==> config.mk <==
export PLATFORM = sky130hd
export DESIGN_NAME = uart_boot_loader
export DESIGN_NICKNAME = d
export VERILOG_FILES = /design/src/rtl/uart_boot_loader.sv
export SDC_FILE = /design/constraint.sdc
export NUM_CORES = 1
export LEC_CHECK = 0
export CAP_MARGIN = 20
export CORE_MARGIN = 3
export CORE_UTILIZATION = 44
export CTS_BUF_LIST = sky130_fd_sc_hd__clkbuf_4
export DETAILED_ROUTE_END_ITERATION = 10
export PLACE_DENSITY = 0.65
export SLEW_MARGIN = 30
export SYNTH_ARGS = -nofsm -noshare
export SYNTH_HDL_FRONTEND = slang
export SYNTH_SLANG_ARGS = --single-unit
==> constraint.sdc <==
create_clock -name clk -period 3.15 [get_ports clk]
set_clock_uncertainty 0.05 [all_clocks]
set_input_delay 0.4725 -clock clk [delete_from_list [all_inputs] [get_ports clk]]
set_output_delay 0.4725 -clock clk [all_outputs]
set_load 0.01 [all_outputs]
==> src/rtl/uart_boot_loader.sv <==
// uart_boot_loader: receives a framed program image over the UART byte
// stream, writes it word by word into instruction memory and keeps the core
// in reset until an image with a matching checksum has been loaded.
// Frame: SYNC, count lo, count hi, count*4 data bytes, 4 checksum bytes.
// Build option: define UART_BOOT_LOADER_TIMEOUT_EN to add the inter-byte
// timeout (err code 3); without it the loader waits forever for each byte.
module uart_boot_loader #(
  parameter logic [7:0]  SYNC_BYTE      = 8'hA5,
  parameter int          MAX_WORDS      = 512,
  parameter logic [31:0] BASE_ADDR      = 32'h0,
  parameter int          TIMEOUT_CYCLES = 1000000
) (
  input  logic        clk,
  input  logic        rst,
  input  logic [7:0]  rx_data_i,
  input  logic        rx_valid_i,
  output logic [31:0] load_inst_addr_o,
  output logic [31:0] load_inst_data_o,
  output logic        load_inst_w_enable_o,
  output logic [7:0]  ack_data_o,
  output logic        ack_valid_o,
  input  logic        ack_ready_i,
  output logic        core_hold_o,
  output logic        done_o,
  output logic [1:0]  err_code_o
);

  localparam logic [15:0] MAX_W16  = 16'(MAX_WORDS);
  localparam logic [7:0]  ACK_OK   = 8'h5A;
  localparam logic [7:0]  ACK_BAD  = 8'hEE;
`ifdef UART_BOOT_LOADER_TIMEOUT_EN
  localparam logic [7:0]  ACK_TO   = 8'hE7;
  localparam logic [31:0] TO_LAST  = 32'(TIMEOUT_CYCLES - 1);
`endif

  typedef enum logic [2:0] {IDLE, LEN0, LEN1, DATA, CSUM, ACK, DONE} state_t;

  state_t      state;
  logic [15:0] count;
  logic [15:0] idx;
  logic [1:0]  byte_cnt;
  logic [23:0] shreg;   // upper three bytes collected so far (LSB-first)
  logic [31:0] sum;
`ifdef UART_BOOT_LOADER_TIMEOUT_EN
  logic [31:0] timer;
`endif

  // Word completed by the current byte: new byte lands in the MSB.
  logic [31:0] word;
  logic [15:0] len_in;
  assign word   = {rx_data_i, shreg};
  assign len_in = {rx_data_i, count[7:0]};

  // Frame parser, memory writer and ack handshake in one registered FSM.
  always_ff @(posedge clk) begin
    if (rst) begin
      state                <= IDLE;
      count                <= '0;
      idx                  <= '0;
      byte_cnt             <= '0;
      shreg                <= '0;
      sum                  <= '0;
      load_inst_addr_o     <= '0;
      load_inst_data_o     <= '0;
      load_inst_w_enable_o <= 1'b0;
      ack_data_o           <= '0;
      ack_valid_o          <= 1'b0;
      core_hold_o          <= 1'b1;
      done_o               <= 1'b0;
      err_code_o           <= '0;
`ifdef UART_BOOT_LOADER_TIMEOUT_EN
      timer                <= '0;
`endif
    end else begin
      // Write strobe is a single-cycle pulse unless re-armed below.
      load_inst_w_enable_o <= 1'b0;

      case (state)
        IDLE: begin
          if (rx_valid_i && rx_data_i == SYNC_BYTE) begin
            state      <= LEN0;
            err_code_o <= 2'd0;
            sum        <= '0;
            idx        <= '0;
            byte_cnt   <= '0;
          end
        end

        LEN0: begin
          if (rx_valid_i) begin
            count[7:0] <= rx_data_i;
            state      <= LEN1;
          end
        end

        LEN1: begin
          if (rx_valid_i) begin
            count[15:8] <= rx_data_i;
            byte_cnt    <= '0;
            if (len_in > MAX_W16) begin
              err_code_o  <= 2'd2;
              ack_data_o  <= ACK_BAD;
              ack_valid_o <= 1'b1;
              state       <= ACK;
            end else if (len_in == 16'd0) begin
              state <= CSUM;
            end else begin
              state <= DATA;
            end
          end
        end

        DATA: begin
          if (rx_valid_i) begin
            shreg    <= word[31:8];
            byte_cnt <= byte_cnt + 2'd1;
            if (byte_cnt == 2'd3) begin
              load_inst_w_enable_o <= 1'b1;
              load_inst_addr_o     <= BASE_ADDR + {14'd0, idx, 2'b00};
              load_inst_data_o     <= word;
              sum                  <= sum + word;
              idx                  <= idx + 16'd1;
              if (idx == count - 16'd1) state <= CSUM;
            end
          end
        end

        CSUM: begin
          if (rx_valid_i) begin
            shreg    <= word[31:8];
            byte_cnt <= byte_cnt + 2'd1;
            if (byte_cnt == 2'd3) begin
              ack_valid_o <= 1'b1;
              state       <= ACK;
              if (word == sum) begin
                ack_data_o <= ACK_OK;
              end else begin
                ack_data_o <= ACK_BAD;
                err_code_o <= 2'd1;
              end
            end
          end
        end

        ACK: begin
          // rx bytes are dropped here; ack byte held until TX takes it.
          if (ack_ready_i) begin
            ack_valid_o <= 1'b0;
            if (ack_data_o == ACK_OK) begin
              state       <= DONE;
              core_hold_o <= 1'b0;
              done_o      <= 1'b1;
            end else begin
              state <= IDLE;
            end
          end
        end

        DONE: ;  // terminal until reset

        default: state <= IDLE;
      endcase

`ifdef UART_BOOT_LOADER_TIMEOUT_EN
      // Inter-byte watchdog; only fires on a cycle with no rx byte, so it
      // never collides with the byte handling above.
      if (state == LEN0 || state == LEN1 || state == DATA || state == CSUM) begin
        if (rx_valid_i) begin
          timer <= '0;
        end else if (timer == TO_LAST) begin
          timer       <= '0;
          err_code_o  <= 2'd3;
          ack_data_o  <= ACK_TO;
          ack_valid_o <= 1'b1;
          state       <= ACK;
        end else begin
          timer <= timer + 32'd1;
        end
      end else begin
        timer <= '0;
      end
`endif
    end
  end

endmodule

==> metrics.md <==
| Metric | Value |
|---|---|
| Slew margin rel. | `around half` |
| Final Critical Period | `approximately 2.9 ns` |
| Critical path arrival | `approximately 3.4 ns` |
| Commonest cells post-synth | `nand2_1 (212), dfxtp_1 (150), a21oi_1 (135)` |
| Max Root-Sink Buffers | `2` |
| Resize count post-CTS | `0` |
| Worst vdd ir | `255 uV` |
| DRT antenna net count | `0` |
| Non-filler cells in the finished layout | `about 1.3k` |
| Final Max Slew Viols | `0` |
| Synth cell types | `slightly above 60` |
| Input/output buffers | `72` |
| Final core utilization | `between 50% and 60%` |
| Layout cells sized above 1 | `8.46%` |
| DRT Wirelength | `about 21,000 um` |
| Vias in the first global route | `6,751` |
| Synth top area cells | `dfxtp_1 (38%), nand2_1 (10%), a21oi_1 (8.6%), ha_1 (5.6%), xnor2_1 (3.7%)` |
| Worst path cell trace | `ha_1, a211oi_1, o211ai_1, a211oi_2, a211oi_1, o41ai_2, a21boi_1, o21a_1, or3_1, a32o_1` |
| Asr flop ratio synth | `0%` |
| Synthesized cell area | `roughly 0.0078 mm^2` |
| DR WL/cell | `15.9 um` |
| Chip width | `roughly 140 um` |
| Die area | `about 0.019 mm^2` |
| Worst Hold End | `byte_cnt[1]` |
| Slowest cell delay on critical path | `roughly 0.43 ns` |
| Die height | `around 140 um` |
| PD cells | `about 370 mW/mm^2` |
| Rows | `48` |
| Total number of vias | `roughly 7k` |
| Initial DRC Count | `470` |
| Number of flops mapped to enable cells by yosys | `0` |
| Placed Area | `0.00889 mm^2` |
| Post-DP HPWL | `about 15,000 um` |
| DRC viols | `0` |
| R2R Path Start | `shreg[1]` |
| Starting density of the core | `45.0%` |
| Sequential fraction of the synthesis area | `38.4%` |
| Average size of a mapped cell | `between 7 and 8 um^2` |
| Hold Startpoint | `rst` |
| Core Area | `between 0.015 and 0.02 mm^2` |
| Total grt overflow | `0` |
| Main combinational cell family by area after synthesis | `simple AND/OR/NAND/NOR gates` |
| Fin crit share | `between 90% and 100%` |
| Setup-failing EPs final | `0` |
| Skew-Pair Late Insertion Delay | `around 0.58 ns` |
| Adder-cell share of the synthesized area | `5.86%` |
| Finished Cell Area | `between 0.009 and 0.01 mm^2` |
| Post-synthesis mux area share | `less than 1%` |
| Hold WC Path Type | `in2reg` |
| Top Ports | `90` |
| DRT Pass-1 Iters | `5` |
| Worst slack, placed | `-0.150 ns` |
| Post-CTS Setup Inserts | `0` |
| Initial antenna violation count | `1` |
| Top_reg_cell synth | `dfxtp_1` |
| Worst Path Max Fanout | `4` |
| All-Layer GR Usage | `between 20% and 30%` |
| Cts bufs inserted | `17` |
| Required time of the worst setup path | `3.58 ns` |
| Startpoint types | `flop` |
| Yosys warnings | `0` |
| H-tree Lvls | `4` |
| Post-synthesis compound-gate area fraction | `a little over a fifth` |
| Slew @ Worst Pin | `0.752 ns` |
| Count leader, synth | `nand2_1` |
| Root Driver | `clkbuf_4` |
| Crit path top cell by count | `a211oi_1` |
| Status | `finished, final reports clean` |
| First-pass GRT wire length | `34,500 um` |
| WHS Path Cells | `2` |
| XOR/XNOR Fraction of Synth Area | `6.61%` |
| NumNets Final | `roughly 1.1k` |
| Slowest-stage cell, CP | `dfxtp_1` |
| Crit end category | `flop` |
| Fmax | `around 340 MHz` |
| Area leader, netlist | `dfxtp_1` |
| Synth Area in Simple Gates | `~22%` |
| Cts hold-fix bufs | `0` |
| RSZ-0062 raised after global routing | `false` |
| Reg2reg end | `sum[29]` |
| Largest net degree at the start of global routing | `68` |
| Max Cap Viol | `0` |
| R2R depth | `10` |
| Mapped Cells | `between 900 and 1k` |
| Yosys top cell area share | `38.4%` |
| Area delta synth->final | `18.6%` |
| Synthesized flop and latch total | `150` |
| Leak Pwr | `0.00355 uW` |
| Placed Cells incl. Taps | `around 1.3k` |
| Routability cong. | `roughly 0.9` |
| WS Path Type | `reg2reg` |
| # clock sinks | `150` |
| Final hold vios | `0` |
| Fin Hold WS | `around 0.37 ns` |
| Final Worst Setup Slack | `0.218 ns` |
| Via/cell ratio | `5.42` |
| CTS tree | `built` |
| Clock slew at reported path FFs | `0.13 ns` |
| FF-to-FF setup slack | `approximately 0.22 ns` |
logic make-up (layout without fill, tap and decap cells):
family | count (synthesis) | after routing
DFF | 150 | 150
AOI/OAI and AO/OA | 269 | 269
buffers and inverters | 95 | 168
adders and majority gates | 36 | 36
muxes | 3 | 3
xor gates and xnor gates | 59 | 59
and+or+nand+nor | 385 | 385
other | 1 | 22
final cells by class:
type	count	area, um^2
antenna	5	12.5
clock buffer	19	143
clock inverter	13	204
fill	1709	8090
inverter	18	67.6
multi-input combinational	769	4460
sequential	150	3000
tap	225	282
timing repair buffer	118	1090
cells in the final DEF, fill, tap and decap left out, types with 19 or more instances in the layout:
master	instances
nor2_1	70
clkbuf_4	19
a21o_1	23
nand3_1	19
o21ai_0	32
buf_4	45
dfxtp_1	150
xnor2_1	33
ha_1	35
xor2_1	26
nand2_1	212
clkdlybuf4s50_1	71
a21oi_1	135
registers in the layout, indices dropped and copies added (netlist names), 2 cells and up:
register / cells
ack_data_o: 3
byte_cnt: 2
count: 16
err_code_o: 2
idx: 16
load_inst_addr_o: 16
load_inst_data_o: 32
shreg: 24
state: 3
sum: 32
metal layers:
metal | vias up | GRT usage, % | part of all wire (%)
li1 | 3608 | - | -
met1 | 3348 | 28.8 | 47
met2 | 148 | 35.3 | 46
met3 | 34 | 4.47 | 4.0
met4 | 0 | 7.42 | 2.4
met5 | - | 0 | 0
through the flow:
stage	TNS (ns)	total power, uW
floorplan	0	2020
global placement	-0.182	2050
detailed placement	-0.175	2060
CTS	0	3490
global route	0	3590
finish	0	3460
worst max-delay path: cells and delay by family, from the launching register on:
| family | cells | cell delay [ns] |
|---|---|---|
| adder cells (fa/ha/maj) | 1 | 0.29 |
| AND/OR/NAND/NOR | 1 | 0.30 |
| flip-flops | 1 | 0.43 |
| AO/OA/AOI/OAI | 8 | 1.77 |
report_power, final:
part / switching, uW / internal [uW] / total (uW)
combinational: 80.9 / 35.6 / 117
sequential: 0.150 / 1900 / 1900
clock: 723 / 724 / 1450
worst max path at each step:
stage	to	startpoint
6_report	sum[29]	shreg[1]
5_1_grt	sum[12]	shreg[0]
4_1_cts	sum[30]	shreg[0]
3_5_place_dp	err_code_o[0]	rx_data_i[2]
3_3_place_gp	err_code_o[0]	rx_data_i[2]
2_1_floorplan	sum[30]	shreg[0]
Note: power is estimated with default switching activity, not from simulation.
